File: config.mk
export PLATFORM = sky130hd
export DESIGN_NAME = paddle_dump_timer
export DESIGN_NICKNAME = d
export VERILOG_FILES = /design/src/rtl/a78_input_pkg.sv /design/src/rtl/paddle_channel.sv /design/src/rtl/paddle_dump_timer.sv
export SDC_FILE = /design/constraint.sdc
export NUM_CORES = 1
export LEC_CHECK = 0
export ABC_AREA = 1
export CAP_MARGIN = 10
export CORE_MARGIN = 1.5
export CORE_UTILIZATION = 53
export CTS_BUF_LIST = sky130_fd_sc_hd__clkbuf_4
export DETAILED_ROUTE_END_ITERATION = 8
export GPL_ROUTABILITY_DRIVEN = 0
export PLACE_DENSITY_LB_ADDON = 0.2
export SLEW_MARGIN = 15
export SYNTH_ARGS = -nofsm -noshare
export SYNTH_HDL_FRONTEND = slang
export SYNTH_SLANG_ARGS = --single-unit
File: constraint.sdc
create_clock -name clk -period 4.3 [get_ports clk]
set_input_delay 1.075 -clock clk [delete_from_list [all_inputs] [get_ports clk]]
set_output_delay 1.075 -clock clk [all_outputs]
set_load 0.05 [all_outputs]
File: src/rtl/a78_input_pkg.sv
// Shared types and helpers for the Atari 7800 controller input front end.
// Holds the port-mode encoding, the default charge length and the pot scaling helper.
package a78_input_pkg;

  typedef enum logic {
    PORT_MODE_PADDLE  = 1'b0,
    PORT_MODE_PROLINE = 1'b1
  } port_mode_e;

  localparam int DEFAULT_MAX_LINES = 228;

  // Scanlines needed to charge a pot at this position: (pos * max) >> 8.
  function automatic logic [8:0] scale_pos(input logic [7:0] pos, input logic [8:0] max);
    logic [16:0] prod;
    prod = {9'b0, pos} * {8'b0, max};
    return prod[16:8];
  endfunction

endpackage

File: src/rtl/paddle_channel.sv
// One emulated paddle pot: latches its charge target while grounded and counts
// scanlines after release, flagging when the line would cross the TIA threshold.
module paddle_channel
  import a78_input_pkg::*;
#(
  parameter int MAX_LINES = DEFAULT_MAX_LINES,
  parameter bit INVERT    = 1'b0
) (
  input  logic       clk_i,
  input  logic       res_n_i,
  input  logic       dump_i,
  input  logic       line_tick_i,
  input  logic [7:0] pos_i,
  output logic       charged_o
);

  localparam logic [8:0] MaxLines9 = 9'(MAX_LINES);

  logic [7:0] posEff;
  logic [8:0] target_q, target_d;
  logic [8:0] cnt_q, cnt_d;

  // Target tracks the position only while grounded, so a measurement in flight ignores later position changes.
  always_comb begin
    posEff   = INVERT ? ~pos_i : pos_i;
    target_d = target_q;
    cnt_d    = cnt_q;
    if (dump_i) begin
      target_d = scale_pos(posEff, MaxLines9);
      cnt_d    = 9'd0;
    end else if (line_tick_i && (cnt_q < target_q)) begin
      cnt_d = cnt_q + 9'd1;
    end
  end

  always_ff @(posedge clk_i) begin
    if (!res_n_i) begin
      target_q <= MaxLines9;
      cnt_q    <= 9'd0;
    end else begin
      target_q <= target_d;
      cnt_q    <= cnt_d;
    end
  end

  assign charged_o = (cnt_q >= target_q);

endmodule

File: src/rtl/paddle_dump_timer.sv
// Drives the TIA dumped-input lines: four paddle charge timers, with each controller
// port switchable to pass its two ProLine buttons straight through instead.
module paddle_dump_timer
  import a78_input_pkg::*;
#(
  parameter int MAX_LINES = DEFAULT_MAX_LINES,
  parameter bit INVERT    = 1'b0
) (
  input  logic        clk,
  input  logic        RES_n,
  input  logic        dump,
  input  logic        line_tick,
  input  logic [31:0] paddle_pos,
  input  logic [1:0]  port_mode,
  input  logic [3:0]  btn,
  output logic [3:0]  idump
);

  logic [3:0] charged;
  logic [3:0] idump_q, idump_d;

  for (genvar i = 0; i < 4; i++) begin : gen_chan
    paddle_channel #(
      .MAX_LINES (MAX_LINES),
      .INVERT    (INVERT)
    ) u_chan (
      .clk_i       (clk),
      .res_n_i     (RES_n),
      .dump_i      (dump),
      .line_tick_i (line_tick),
      .pos_i       (paddle_pos[8*i +: 8]),
      .charged_o   (charged[i])
    );
  end

  // Counters keep running in ProLine mode, so switching back needs no restart.
  always_comb begin
    idump_d = 4'b0000;
    for (int i = 0; i < 4; i++) begin
      if (port_mode_e'(port_mode[i/2]) == PORT_MODE_PROLINE) begin
        idump_d[i] = btn[i];
      end else begin
        idump_d[i] = ~dump & charged[i];
      end
    end
  end

  always_ff @(posedge clk) begin
    if (!RES_n) begin
      idump_q <= 4'b0000;
    end else begin
      idump_q <= idump_d;
    end
  end

  assign idump = idump_q;

endmodule
==> reports/metrics.csv, run 1 <==
stage;metric;value;unit
finish;final_cell_mix;225 x nand2_1, 186 x inv_1, 128 x ha_1;
routing;wl_met2;5920;um
routing;wl_per_cell;11.5;um
setup_path;required;4.65;ns
routing;wl_met3;501;um
timing;timing.fmax;256;MHz
synth;ys_ff_latch;72;
pwr;pwr_density_cell;315;mW/mm^2
pwr;power_leakage;4.34;nW
pwr;p_clk_frac;0.251;
finish;antennaDiodeCount;0;
placed_design;place_hpwl;11600;um
pwr;combPwrFrac;0.458;
routing;drt_iter0_drc;482;
min_path;hold_path_class;reg2reg;
routing;wl_met1;7810;um
setup_path;r2r-end;gen_chan[2].u_chan.cnt_q[0]$_SDFFE_PP0P_;
synth;ys_types;30;
setup_path;criticalPathCategory;in2reg;
job;drv_cap;0;
synth;syn_area;0.00734;mm^2
clock_network;cts_hold_buf;0;
die;ios;46;
timing;maxSlewViolCount;0;
setup_path;crit_fanout;3;
routing;drc;0;
setup_path;critPathArrivalTime;4.26;ns
global_route;grt_pass1_wl;25400;um
die;dieWidth;121;um
routing;top_layer;met4;
synth;synth_fp_nets;1219;
pwr;switching_share;0.376;
finish;nets;1282;
global_route;antenna_found_initial;0;
routing;routed_wirelength;14300;um
global_route;grt_overflow;0;
min_path;hold_start;gen_chan[2].u_chan.target_q[0]$_SDFFE_PN0P_;
routing;dr.pass1.iters;5;
global_route;grt_pass1_vias;5602;
synth;yosysSeqAreaShare;0.196;
timing;final.min_clock_period;3.91;ns
setup_path;crit_path_start_kind;input port;
clock_network;cts_buffer_depth;2;
timing;rsz0062_at_grt;false;
clock_network;root_buffer;clkbuf_4;
pwr;p_int;0.00164;W
timing;slew_headroom;0.490;
clock_network;cts_resized;0;
setup_path;worst-r2r-setup-slack;2.23;ns
finish;post-route-util;0.622;
timing;hold_violations;0;
setup_path;reg2regPathDepth;9;
timing;setup_violations;0;
finish;layout-area-overhead-vs-synth;13.7;%
routing;vias_per_cell;5.02;
timing;fin_skew;0.0208;ns
synth;netlist_instances;1005;
die;dieArea;0.0146;mm^2
synth;avgSynthCellArea;7.30;um^2
synth;yosysWarnings;0;
pwr;irDropWorstVdd;0.138;mV
min_path;whs_path_depth;2;
global_route;grt_use_total;0.211;
clock_network;cts-buffers-inserted;9;
finish;final_common_cell;nand2_1;
clock_network;insertion_delay;0.43;ns
min_path;hold_end;gen_chan[2].u_chan.target_q[0]$_SDFFE_PN0P_;
timing;period_share;0.910;
timing;worst_pin_slew;0.763;ns
finish;drive_gt1_frac;0.0475;
die;die_h;121;um
clock_network;cts_max_level;3;
clock_network;cts_tree;built;
run_status;status;completed;
clock_network;post-cts-setup-buffer-count;0;
pwr;power_frac_seq;0.291;
setup_path;reg2reg_from;gen_chan[2].u_chan.cnt_q[4]$_SDFFE_PP0P_;
timing;fin_hold_ws;0.476;ns
clock_network;clock_sinks;72;
die;core-area;0.0134;mm^2
routing;drtAntennaViolNets;0;
clock_network;clkTransAtPathRegs;0.11;ns
die;start_util;0.548;
placed_design;port_buffers;45;
die;num_rows;42;
routing;vias;6267;
global_route;grt_max_degree;28;
pwr;p_total;0.00263;W
setup_path;cp-end-kind;register;
finish;fillerInstances;1266;
pwr;power_switching;0.000988;W
[final cells by class]
cell class	count	area, um^2	share of cell area
multi-input combinational	729	5120	0.614
sequential	72	1440	0.173
inverter	188	706	0.0846
timing repair buffer	68	623	0.0747
tap	176	220	0.0264
clock inverter	6	155	0.0186
clock buffer	10	75.1	0.00900
[flip-flops by register name (all words and copies together), names as in the netlist]
signal,count
gen_chan.u_chan.cnt_q,36
idump,4
gen_chan.u_chan.target_q,32
[routing by layer]
metal  global-route usage  up-vias
met2                0.314      107
li1                     -     3367
met3               0.0245        9
met4               0.0485        0
met1                0.325     2784
met5                    0        -
[how the worst max path moves through the flow]
stage,depth (start not counted),start,endpoint
6_report,16,paddle_pos[8],gen_chan[1].u_chan.target_q[3]$_SDFFE_PN0P_
5_1_grt,16,paddle_pos[9],gen_chan[1].u_chan.target_q[3]$_SDFFE_PN0P_
4_1_cts,16,paddle_pos[8],gen_chan[1].u_chan.target_q[3]$_SDFFE_PN0P_
3_5_place_dp,16,paddle_pos[8],gen_chan[1].u_chan.target_q[3]$_SDFFE_PN0P_
3_3_place_gp,14,paddle_pos[25],gen_chan[3].u_chan.target_q[3]$_SDFFE_PN0P_
2_1_floorplan,15,paddle_pos[24],gen_chan[3].u_chan.target_q[3]$_SDFFE_PN0P_
[cell usage after synthesis, drive strengths merged]
library cell,number,area share
o32ai,3,0.0036
nor3,1,0.00068
fa,44,0.12
nand2,226,0.12
o21ai,40,0.027
nand4,29,0.025
and3,2,0.0017
dfxtp,72,0.20
inv,187,0.096
nor2,63,0.036
xor2,13,0.016
ha,128,0.22
o21bai,6,0.0061
xnor2,8,0.0096
a31oi,3,0.0026
a21oi,77,0.054
or2,6,0.0051
clkbuf,6,0.0031
clkinv,1,0.00051
nand3,73,0.050
nand3b,7,0.0072
buf,10,0.0065
[worst max-delay path, cell delays in order]
cell and delay, ns:
clkdlybuf4s50_1 0.45, fa_1 0.54, inv_1 0.05, fa_1 0.47, inv_1 0.04, ha_1 0.26, nand2_1 0.05, nor2_1 0.14
inv_1 0.09, fa_1 0.39, inv_1 0.08, nand3_1 0.06, nand2_1 0.12, inv_1 0.06, or2_2 0.27, a31oi_1 0.12
[metrics by stage]
step                instances  TNS [ns]  setup WS, ns  cell area, um^2
finish                   1249         0         0.388             8340
global route             1249         0         0.173             8340
CTS                      1249         0         0.440             8340
detailed placement       1233   -0.0363       -0.0208             8110
global placement         1233         0        0.0351             8110
floorplan                1005         0         0.610             7340
[power groups by stage]
stage | Clock, W | Combinational, W | Sequential, W
after CTS | 0.000673 | 0.00120 | 0.000765
after floorplan | 0 | 0.000872 | 0.000776
after detailed placement | 0 | 0.00119 | 0.000780
after global placement | 0 | 0.00117 | 0.000777
after global routing | 0.000703 | 0.00141 | 0.000774
final | 0.000659 | 0.00120 | 0.000765
[cell families (layout without fill, tap and decap cells)]
family,count (synthesis),after routing,share of synthesized area
DFF,72,72,0.196
xor gates and xnor gates,21,21,0.0251
buffers and inverters,204,272,0.106
AOI/OAI and AO/OA,129,129,0.0936
and+or+nand+nor,407,407,0.241
adders and majority gates,172,172,0.338
(Power assumes the default switching activity.)
==> run 2, diff against run 1 <==
--- a/config.mk
+++ b/config.mk
@@ -6,6 +6,7 @@
 export NUM_CORES = 1
 export LEC_CHECK = 0
 export ABC_AREA = 1
+export ABC_CLOCK_PERIOD_IN_PS = 4300
 export CAP_MARGIN = 10
 export CORE_MARGIN = 1.5
 export CORE_UTILIZATION = 53
==> results of run 2 <==
Final layout, timing and power as in run 1 (identical DEF).
